===== config.mk =====
export PLATFORM = sky130hd
export DESIGN_NAME = vga_rx_monitor
export DESIGN_NICKNAME = d
export VERILOG_FILES = /design/src/rtl/vga_rx_monitor.sv
export SDC_FILE = /design/constraint.sdc
export NUM_CORES = 1
export LEC_CHECK = 0
export ABC_AREA = 0
export BUFFER_PORTS_ARGS = -buffer_cell sky130_fd_sc_hd__buf_4
export CORE_AREA = 3 3 83 100
export CTS_BUF_LIST = sky130_fd_sc_hd__clkbuf_8
export DETAILED_ROUTE_END_ITERATION = 10
export DIE_AREA = 0 0 86 103
export PLACE_DENSITY = 0.76
export SETUP_SLACK_MARGIN = 0.15
export SLEW_MARGIN = 10
export SYNTH_ARGS = -nofsm -noshare
export SYNTH_HDL_FRONTEND = slang
export SYNTH_SLANG_ARGS = --single-unit

===== constraint.sdc =====
create_clock -name clk -period 2.48 [get_ports clk]
set_clock_uncertainty 0.15 [all_clocks]
set_input_delay 0.372 -clock clk [delete_from_list [all_inputs] [get_ports clk]]
set_output_delay 0.372 -clock clk [all_outputs]
set_load 0.02 [all_outputs]

===== src/rtl/vga_rx_monitor.sv =====
// vga_rx_monitor: watches the VGA pixel stream that feeds the DAC, rebuilds
// pixel coordinates from sync/blank, checks frame geometry, tracks lock and
// extracts the ball (first white pixel in raster order) once per frame.
module vga_rx_monitor #(
  parameter int H_ACTIVE    = 640,
  parameter int V_ACTIVE    = 480,
  parameter int GROUND_Y    = 450,
  parameter int LOCK_FRAMES = 2
) (
  input  logic       clk,
  input  logic       rst,
  input  logic       hs,
  input  logic       vs,
  input  logic       blank_n,
  input  logic       r,
  input  logic       g,
  input  logic       b,
  output logic       pix_valid,
  output logic [9:0] x_pos,
  output logic [9:0] y_pos,
  output logic       locked,
  output logic       frame_done,
  output logic       ball_found,
  output logic [9:0] ball_x,
  output logic [9:0] ball_y,
  output logic       ball_landed,
  output logic       line_err,
  output logic       frame_err
);

  typedef enum logic [1:0] {SEEK, TRACK, LOCKED} state_t;

  localparam logic [9:0] C_H_ACTIVE = 10'(H_ACTIVE);
  localparam logic [9:0] C_V_ACTIVE = 10'(V_ACTIVE);
  localparam logic [9:0] C_GROUND_Y = 10'(GROUND_Y);
  localparam logic [9:0] C_MAX      = 10'd1023;
  localparam logic [7:0] C_LOCK     = 8'(LOCK_FRAMES);

  state_t     r_state;
  state_t     w_next_state;
  logic [7:0] r_good_cnt;
  logic [7:0] w_next_good;
  logic [7:0] w_good_inc;

  logic       r_hs, r_vs, r_blank, r_r, r_g, r_b;
  logic       r_vs_d, r_blank_d;
  logic [9:0] r_x_cnt, r_y_cnt;
  logic       r_seen_rise, r_hs_seen, r_frame_line_bad;
  logic       r_line_err, r_frame_err;
  logic       r_cand_valid, r_land;
  logic [9:0] r_cand_x, r_cand_y;
  logic       r_ball_found;
  logic [9:0] r_ball_x, r_ball_y;

  logic       w_vs_fall, w_blank_rise, w_blank_fall, w_white;
  logic [9:0] w_x_cur, w_y_cur;
  logic       w_tracking, w_line_evt, w_frame_good;
  logic       w_frame_done, w_frame_bad;

  // Single input register stage plus the previous copy used for edge detection
  always_ff @(posedge clk or negedge rst) begin
    if (!rst) begin
      r_hs      <= 1'b0;
      r_vs      <= 1'b0;
      r_blank   <= 1'b0;
      r_r       <= 1'b0;
      r_g       <= 1'b0;
      r_b       <= 1'b0;
      r_vs_d    <= 1'b0;
      r_blank_d <= 1'b0;
    end else begin
      r_hs      <= hs;
      r_vs      <= vs;
      r_blank   <= blank_n;
      r_r       <= r;
      r_g       <= g;
      r_b       <= b;
      r_vs_d    <= r_vs;
      r_blank_d <= r_blank;
    end
  end

  // Edge detects and the coordinates of the pixel currently in the input stage;
  // a pixel coinciding with a vs fall is already row 0 of the new frame
  always_comb begin
    w_vs_fall    = r_vs_d & ~r_vs;
    w_blank_rise = r_blank & ~r_blank_d;
    w_blank_fall = r_blank_d & ~r_blank;
    w_white      = r_blank & r_r & r_g & r_b;
    w_x_cur      = w_blank_rise ? 10'd0 : r_x_cnt;
    w_y_cur      = w_vs_fall ? 10'd0 : r_y_cnt;
    w_tracking   = (r_state != SEEK);
    w_line_evt   = (w_blank_fall && (r_x_cnt != C_H_ACTIVE)) ||
                   (w_blank_rise && r_seen_rise && !r_hs_seen);
    w_frame_good = (r_y_cnt == C_V_ACTIVE) && !r_frame_line_bad &&
                   !w_line_evt && !r_blank;
    w_good_inc   = r_good_cnt + 8'd1;
  end

  // Pixel and line counters, both saturating at 1023
  always_ff @(posedge clk or negedge rst) begin
    if (!rst) begin
      r_x_cnt <= 10'd0;
      r_y_cnt <= 10'd0;
    end else begin
      if (r_blank)
        r_x_cnt <= (w_x_cur == C_MAX) ? C_MAX : w_x_cur + 10'd1;
      if (w_vs_fall)
        r_y_cnt <= 10'd0;
      else if (w_blank_fall && (r_y_cnt != C_MAX))
        r_y_cnt <= r_y_cnt + 10'd1;
    end
  end

  // Line checks: hs presence between blank rises and per-frame line error flag
  always_ff @(posedge clk or negedge rst) begin
    if (!rst) begin
      r_seen_rise      <= 1'b0;
      r_hs_seen        <= 1'b0;
      r_frame_line_bad <= 1'b0;
    end else begin
      if (w_blank_rise) begin
        r_seen_rise <= 1'b1;
        r_hs_seen   <= 1'b0;
      end else if (!r_hs) begin
        r_hs_seen <= 1'b1;
      end
      if (w_vs_fall)
        r_frame_line_bad <= 1'b0;
      else if (w_line_evt)
        r_frame_line_bad <= 1'b1;
    end
  end

  // Lock state register
  always_ff @(posedge clk or negedge rst) begin
    if (!rst) begin
      r_state    <= SEEK;
      r_good_cnt <= 8'd0;
    end else begin
      r_state    <= w_next_state;
      r_good_cnt <= w_next_good;
    end
  end

  // Lock next-state logic, judged once per frame at the vs falling edge
  always_comb begin
    w_next_state = r_state;
    w_next_good  = r_good_cnt;
    w_frame_done = 1'b0;
    w_frame_bad  = 1'b0;
    case (r_state)
      SEEK: begin
        if (w_vs_fall) begin
          w_next_state = TRACK;
          w_next_good  = 8'd0;
        end
      end
      TRACK: begin
        if (w_vs_fall) begin
          w_frame_done = 1'b1;
          if (w_frame_good) begin
            w_next_good = w_good_inc;
            if (w_good_inc >= C_LOCK)
              w_next_state = LOCKED;
          end else begin
            w_frame_bad = 1'b1;
            w_next_good = 8'd0;
          end
        end
      end
      LOCKED: begin
        if (w_vs_fall) begin
          w_frame_done = 1'b1;
          if (!w_frame_good) begin
            w_frame_bad  = 1'b1;
            w_next_state = TRACK;
            w_next_good  = 8'd0;
          end
        end
      end
      default: begin
        w_next_state = SEEK;
        w_next_good  = 8'd0;
      end
    endcase
  end

  // Sticky error flags, only raised once the stream is being tracked
  always_ff @(posedge clk or negedge rst) begin
    if (!rst) begin
      r_line_err  <= 1'b0;
      r_frame_err <= 1'b0;
    end else begin
      if (w_tracking && w_line_evt)
        r_line_err <= 1'b1;
      if (w_frame_bad)
        r_frame_err <= 1'b1;
    end
  end

  // Per-frame ball candidate and ground flag, restarted at every vs fall
  always_ff @(posedge clk or negedge rst) begin
    if (!rst) begin
      r_cand_valid <= 1'b0;
      r_cand_x     <= 10'd0;
      r_cand_y     <= 10'd0;
      r_land       <= 1'b0;
    end else if (w_vs_fall) begin
      r_cand_valid <= w_white;
      r_cand_x     <= w_white ? w_x_cur : 10'd0;
      r_cand_y     <= w_white ? w_y_cur : 10'd0;
      r_land       <= w_white && (w_y_cur >= C_GROUND_Y);
    end else begin
      if (w_white && !r_cand_valid) begin
        r_cand_valid <= 1'b1;
        r_cand_x     <= w_x_cur;
        r_cand_y     <= w_y_cur;
      end
      if (w_white && (w_y_cur >= C_GROUND_Y))
        r_land <= 1'b1;
    end
  end

  // Publish the completed frame's ball result; position holds if none found
  always_ff @(posedge clk or negedge rst) begin
    if (!rst) begin
      r_ball_found <= 1'b0;
      r_ball_x     <= 10'd0;
      r_ball_y     <= 10'd0;
    end else if (w_frame_done) begin
      r_ball_found <= r_cand_valid;
      if (r_cand_valid) begin
        r_ball_x <= r_cand_x;
        r_ball_y <= r_cand_y;
      end
    end
  end

  assign pix_valid   = r_blank;
  assign x_pos       = w_x_cur;
  assign y_pos       = w_y_cur;
  assign locked      = (r_state == LOCKED);
  assign frame_done  = w_frame_done;
  assign ball_landed = w_frame_done & r_land;
  assign ball_found  = r_ball_found;
  assign ball_x      = r_ball_x;
  assign ball_y      = r_ball_y;
  assign line_err    = r_line_err;
  assign frame_err   = r_frame_err;

endmodule

-- Word-level counts from Yosys, hierarchy flattened
Index checks and enable logic that the tools add are counted.
- register bits after elaboration: 86
- logic and storage cells: 115
- add/sub/neg operators: 3
- $lt $le $gt $ge: 2
- eq/ne operators: 13
- mux-type cells: 37
- bitwise operators: 10
- reduce and logical (&&, ||, !) cells: 26
- operators with widths (kind ; number):
    10-bit 2-to-1 mux ; 11
    8-bit 2-to-1 mux ; 5
    8-bit case mux with 3 select lines ; 1
    10-bit by 1-bit adder with 10-bit output, second input constant ; 2
    10-bit inequality test, second input constant ; 2
    1-bit 2-to-1 mux ; 13
    2-bit 2-to-1 mux ; 6
    10-bit equality test, second input constant ; 1
    10-bit by 9-bit equality test with 1-bit output, second input constant ; 1
    10-bit by 9-bit >= comparator with 1-bit output, second input constant ; 1
    1-bit logical AND ; 10
    2-bit inequality test, second input constant ; 5
    2-bit nonzero test ; 5
    8-bit by 1-bit adder with 8-bit output, second input constant ; 1
    8-bit by 2-bit >= comparator with 1-bit output, second input constant ; 1
    1-bit bitwise AND ; 7
    2-bit case mux with 3 select lines ; 1
    6-bit AND reduction ; 1
    1-bit zero test ; 5
    2-bit by 1-bit inequality test with 1-bit output, second input constant ; 2
    4-bit AND reduction ; 1
    1-bit NOT ; 3
    2-bit by 1-bit equality test with 1-bit output, second input constant ; 1
    2-bit equality test, second input constant ; 1
    other kinds (4) ; 4

-- Logic depth before layout (Yosys ltp)
- depth after elaboration: 11
- mapped depth: 12

-- Worst setup path after synthesis
OpenSTA, ideal clock, no wires.
- path type: flip-flop to flip-flop
- from: register r_blank, in the netlist pix_valid
- to: register r_x_cnt[7]
- library setup time: 77 ps
- arrival: 2432 ps
- path slack: -180 ps
- cell stages (with the launch flop): 12
- period minus slack after synthesis: 2660 ps
- cells stage by stage: dfrtp_1 nand2b_1 clkbuf_1 and2_1 ha_1 and3_1 nand4_1 o21a_1 buf_2 o21ai_0 a21oi_1 a21oi_1
- longest elaborated chain between the ends: 4
- elaborated cells on any way between the ends: 5
- RTL lines (item ; line ; source):
    start: declaration ; 45 ; logic r_hs, r_vs, r_blank, r_r, r_g, r_b;
    start signal: assignment ; 74 ; r_blank <= blank_n;
    1-bit bitwise AND (*) ; 87 ; w_blank_rise = r_blank & ~r_blank_d;
    10-bit 2-to-1 mux (*) ; 90 ; w_x_cur = w_blank_rise ? 10'd0 : r_x_cnt;
    named net x_pos[1] ; 19 ; output logic [9:0] x_pos,
    10-bit by 1-bit adder with 10-bit output / 10-bit equality test (equally long branches) ; 107 ; r_x_cnt <= (w_x_cur == C_MAX) ? C_MAX : w_x_cur + 10'd1;
    10-bit 2-to-1 mux (*) ; 107 ;
    end signal: assignment ; 107 ;
    end: declaration ; 47 ; logic [9:0] r_x_cnt, r_y_cnt;
Mark *: on every way through the listed nets, which the timed path passes. The rest lies on a longest branch.
A chain may end at the register's enable or synchronous reset.

-- Final worst setup path
- from: register r_blank, in the netlist pix_valid
- to: register r_x_cnt[6]
- longest elaborated chain between the ends: 4
- elaborated cells on any way between the ends: 5
- RTL lines (item ; line):
    1-bit bitwise AND ; 87
    10-bit 2-to-1 mux ; 90
    10-bit by 1-bit adder with 10-bit output / 10-bit equality test (equally long branches) ; 107
    10-bit 2-to-1 mux ; 107
Parallel ways exist; a longest one is shown, timed or not.

==> flow_summary.toml <==
[floorplanning]
die_height_um = 103
die_width_um = 86
io_pins = 55
core_um2 = 7360
start_util_pct = 52.9
die_area_um2 = 8860
core.rowCount = 34

[setup_path]
critPathMaxFanout = 15
path_class = "flip-flop to flip-flop"
worstPathRequired_ns = 2.56
arrival_ns = 2.25
startpoint_type = "flip-flop"
crit_path_end_kind = "flip-flop"

[cells_and_area]
layout-drive-gt1-share_pct = 28.9
mostFrequentLayoutCell = "dfrtp_1"
finish.utilization_pct = 63.8
fillers = 601
diodes = 0
nets = 437
stdcell_area_um2 = 4700
layout-area-overhead-vs-synth_pct = 20.7
mostFrequentLayoutCells = "dfrtp_1 (85), buf_4 (60), nor2_1 (33)"

[timing]
slew_headroom_pct = 55.1
tns_ns = 0
max_freq_ghz = 0.462
finalCritPeriodShare_pct = 87.3
finalCriticalPeriod_ns = 2.16
final-hold-violation-count = 0
rsz0062_at_grt = "no"
tightest_slew_ns = 0.671
setup_viol = 0
slew_viol_final = 0

[clock_network]
cts_tree = "built"
cts_root_buffer = "clkbuf_8"
clk_path_buf_depth = 2
insertion_delay_ns = 0.36
cts_sinks = 86
htreeDepth = 3
path_clk_slew_ns = 0.08
cts_made_buffers = 9

[global_route]
grt_max_degree = 48
grt_overflow = 0
grt_pass1_wl_um = 12800
grt_pass1_vias = 2798
grt_usage_pct = 18.5
antenna_found_initial = 0

[power_and_ir_drop]
powerDensity_nw_per_um2 = 716
clock_power_share_pct = 27.8
combPwrFrac_pct = 23.3
vdd_drop_max_mv = 0.521
p_leak_nw = 2.29
p_int_mw = 2.28
seqPwrFrac_pct = 48.9
switching_share_pct = 32.2
switchingPower_mw = 1.08

[logic_synthesis]
yosysWarningCount = 0
syn_area_um2 = 3890
yosys_register_bits = 86
ys.flop_type = "dfrtp_1"
async_reset_ff_share_pct = 100
syn_inst = 352
synthDistinctLibCells = 45
synth_area_per_cell_um2 = 11.1
seq_area_frac_synth_pct = 55.3
synth_edf_count = 0
syn_nets = 369

[place]
placed_cell_area_um2 = 4430
dp_hpwl_um = 5510
place.gp.congestion = 0.860
numPortBuffers = 54

[routing]
drtPass1Iterations = 4
drt-initial-drc-count = 177
vias = 2834
via_per_inst = 5.50
wl_um = 7640
routedWlPerCell_um = 14.8
final_antenna_net_count = 0
route.detailed.drc = 0

[run]
cap_violations = 0

[status]
outcome = "finished clean"

[worst_hold_path]
min-delay-path-class = "flip-flop to flip-flop"
## per-layer routing
layer / up-vias / part of all wire, % / GRT usage, %
met1: 1388 / 44 / 23.1
met4: 0 / 1.7 / 8.53
met5: - / 0 / 0
met3: 12 / 4.6 / 2.72
li1: 1355 / - / -
met2: 79 / 50 / 31.7
## Yosys cell counts, drive strengths merged, types with 3 or more instances
cell	count	area [um2]
or3	3	18.8
o21ai	14	70.1
mux2	30	338
nand2b	7	43.8
and3	3	18.8
a22o	10	88.8
ha	9	113
buf	5	31.3
dfrtp	86	2150
xnor2	5	43.8
clkbuf	6	22.5
a21oi	20	111
nand3	13	70.1
xor2	8	70.1
o31ai	3	22.5
and2	17	108
nor2	33	124
nor3	7	40.0
nand4	5	31.3
nand2	31	116
inv	13	48.8
nor4	3	18.8
## worst max-delay path: stages (launching register included)
cell	delay, ns
dfrtp_2	0.43
nand2b_4	0.16
and2_1	0.22
ha_2	0.22
and3_1	0.20
nand4_1	0.12
buf_4	0.19
o21ai_0	0.16
nand2_1	0.08
nand2_1	0.07
o31ai_1	0.06
## kinds of logic after synthesis
| group | count (synthesis) | synth area share, % |
|---|---|---|
| flops | 86 | 55.3 |
| simple gates | 131 | 17.3 |
| compound gates | 58 | 10.0 |
| xor+xnor | 13 | 2.93 |
| buf+inv | 24 | 2.64 |
| fa+ha+maj | 9 | 2.89 |
| mux | 31 | 8.94 |
## stage by stage
step	cells	hold WS (ns)	setup slack [ns]	power (mW)
4_1_cts	515	0.265	0.174	3.39
5_1_grt	515	0.272	0.166	3.55
6_report	515	0.272	0.316	3.36
3_5_place_dp	492	0.233	0.181	2.45
2_1_floorplan	352	-0.0736	0.152	2.16
3_3_place_gp	492	0.230	0.267	2.43
## cell type report
class                   instances  area, um2  area share (%)
clock buffers                  10        138            2.93
clock inverters                 6       52.6            1.12
inverters                      13       48.8            1.04
multi-input cells             242       1650            35.1
flip-flops and latches         86       2150            45.9
well taps                      90        113            2.40
repair buffers                 68        541            11.5
## timing repair
item / in CTS / in global routing
hold endpoints to repair: 45 / 0
hold buffers: 7 / 0
gates resized for setup: 0 / 2
setup buffers: 0 / 0
endpoints found under the setup margin: 0 / 4
## state kept, by name, summed over array words and instances, names as in the netlist, 2 cells and up
name and cells:
r_good_cnt 8, r_state 2, r_x_cnt 10, r_cand_y 10
ball_y 10, ball_x 10, r_cand_x 10, r_y_cnt 10
## final timing paths
path,startpoint,to,slack [ns],cells past startpoint
setup / recovery,pix_valid,r_x_cnt[6],0.32,10
hold / removal,r_hs,r_hs_seen,0.27,1
setup reg to reg,pix_valid,r_x_cnt[6],0.32,10
hold reg to reg,r_hs,r_hs_seen,0.27,1
max in group asynchronous,rst,r_cand_y[9],1.18,3
min in group asynchronous,rst,ball_y[5],0.38,2
## power by group through the flow
stage / clock network, mW / registers, mW / logic [mW]
6_report: 0.933 / 1.65 / 0.784
5_1_grt: 1.02 / 1.67 / 0.865
4_1_cts: 0.955 / 1.64 / 0.795
3_5_place_dp: 0 / 1.67 / 0.781
3_3_place_gp: 0 / 1.67 / 0.759
2_1_floorplan: 0 / 1.69 / 0.465
No activity file was read; power rests on OpenSTA's default activity.
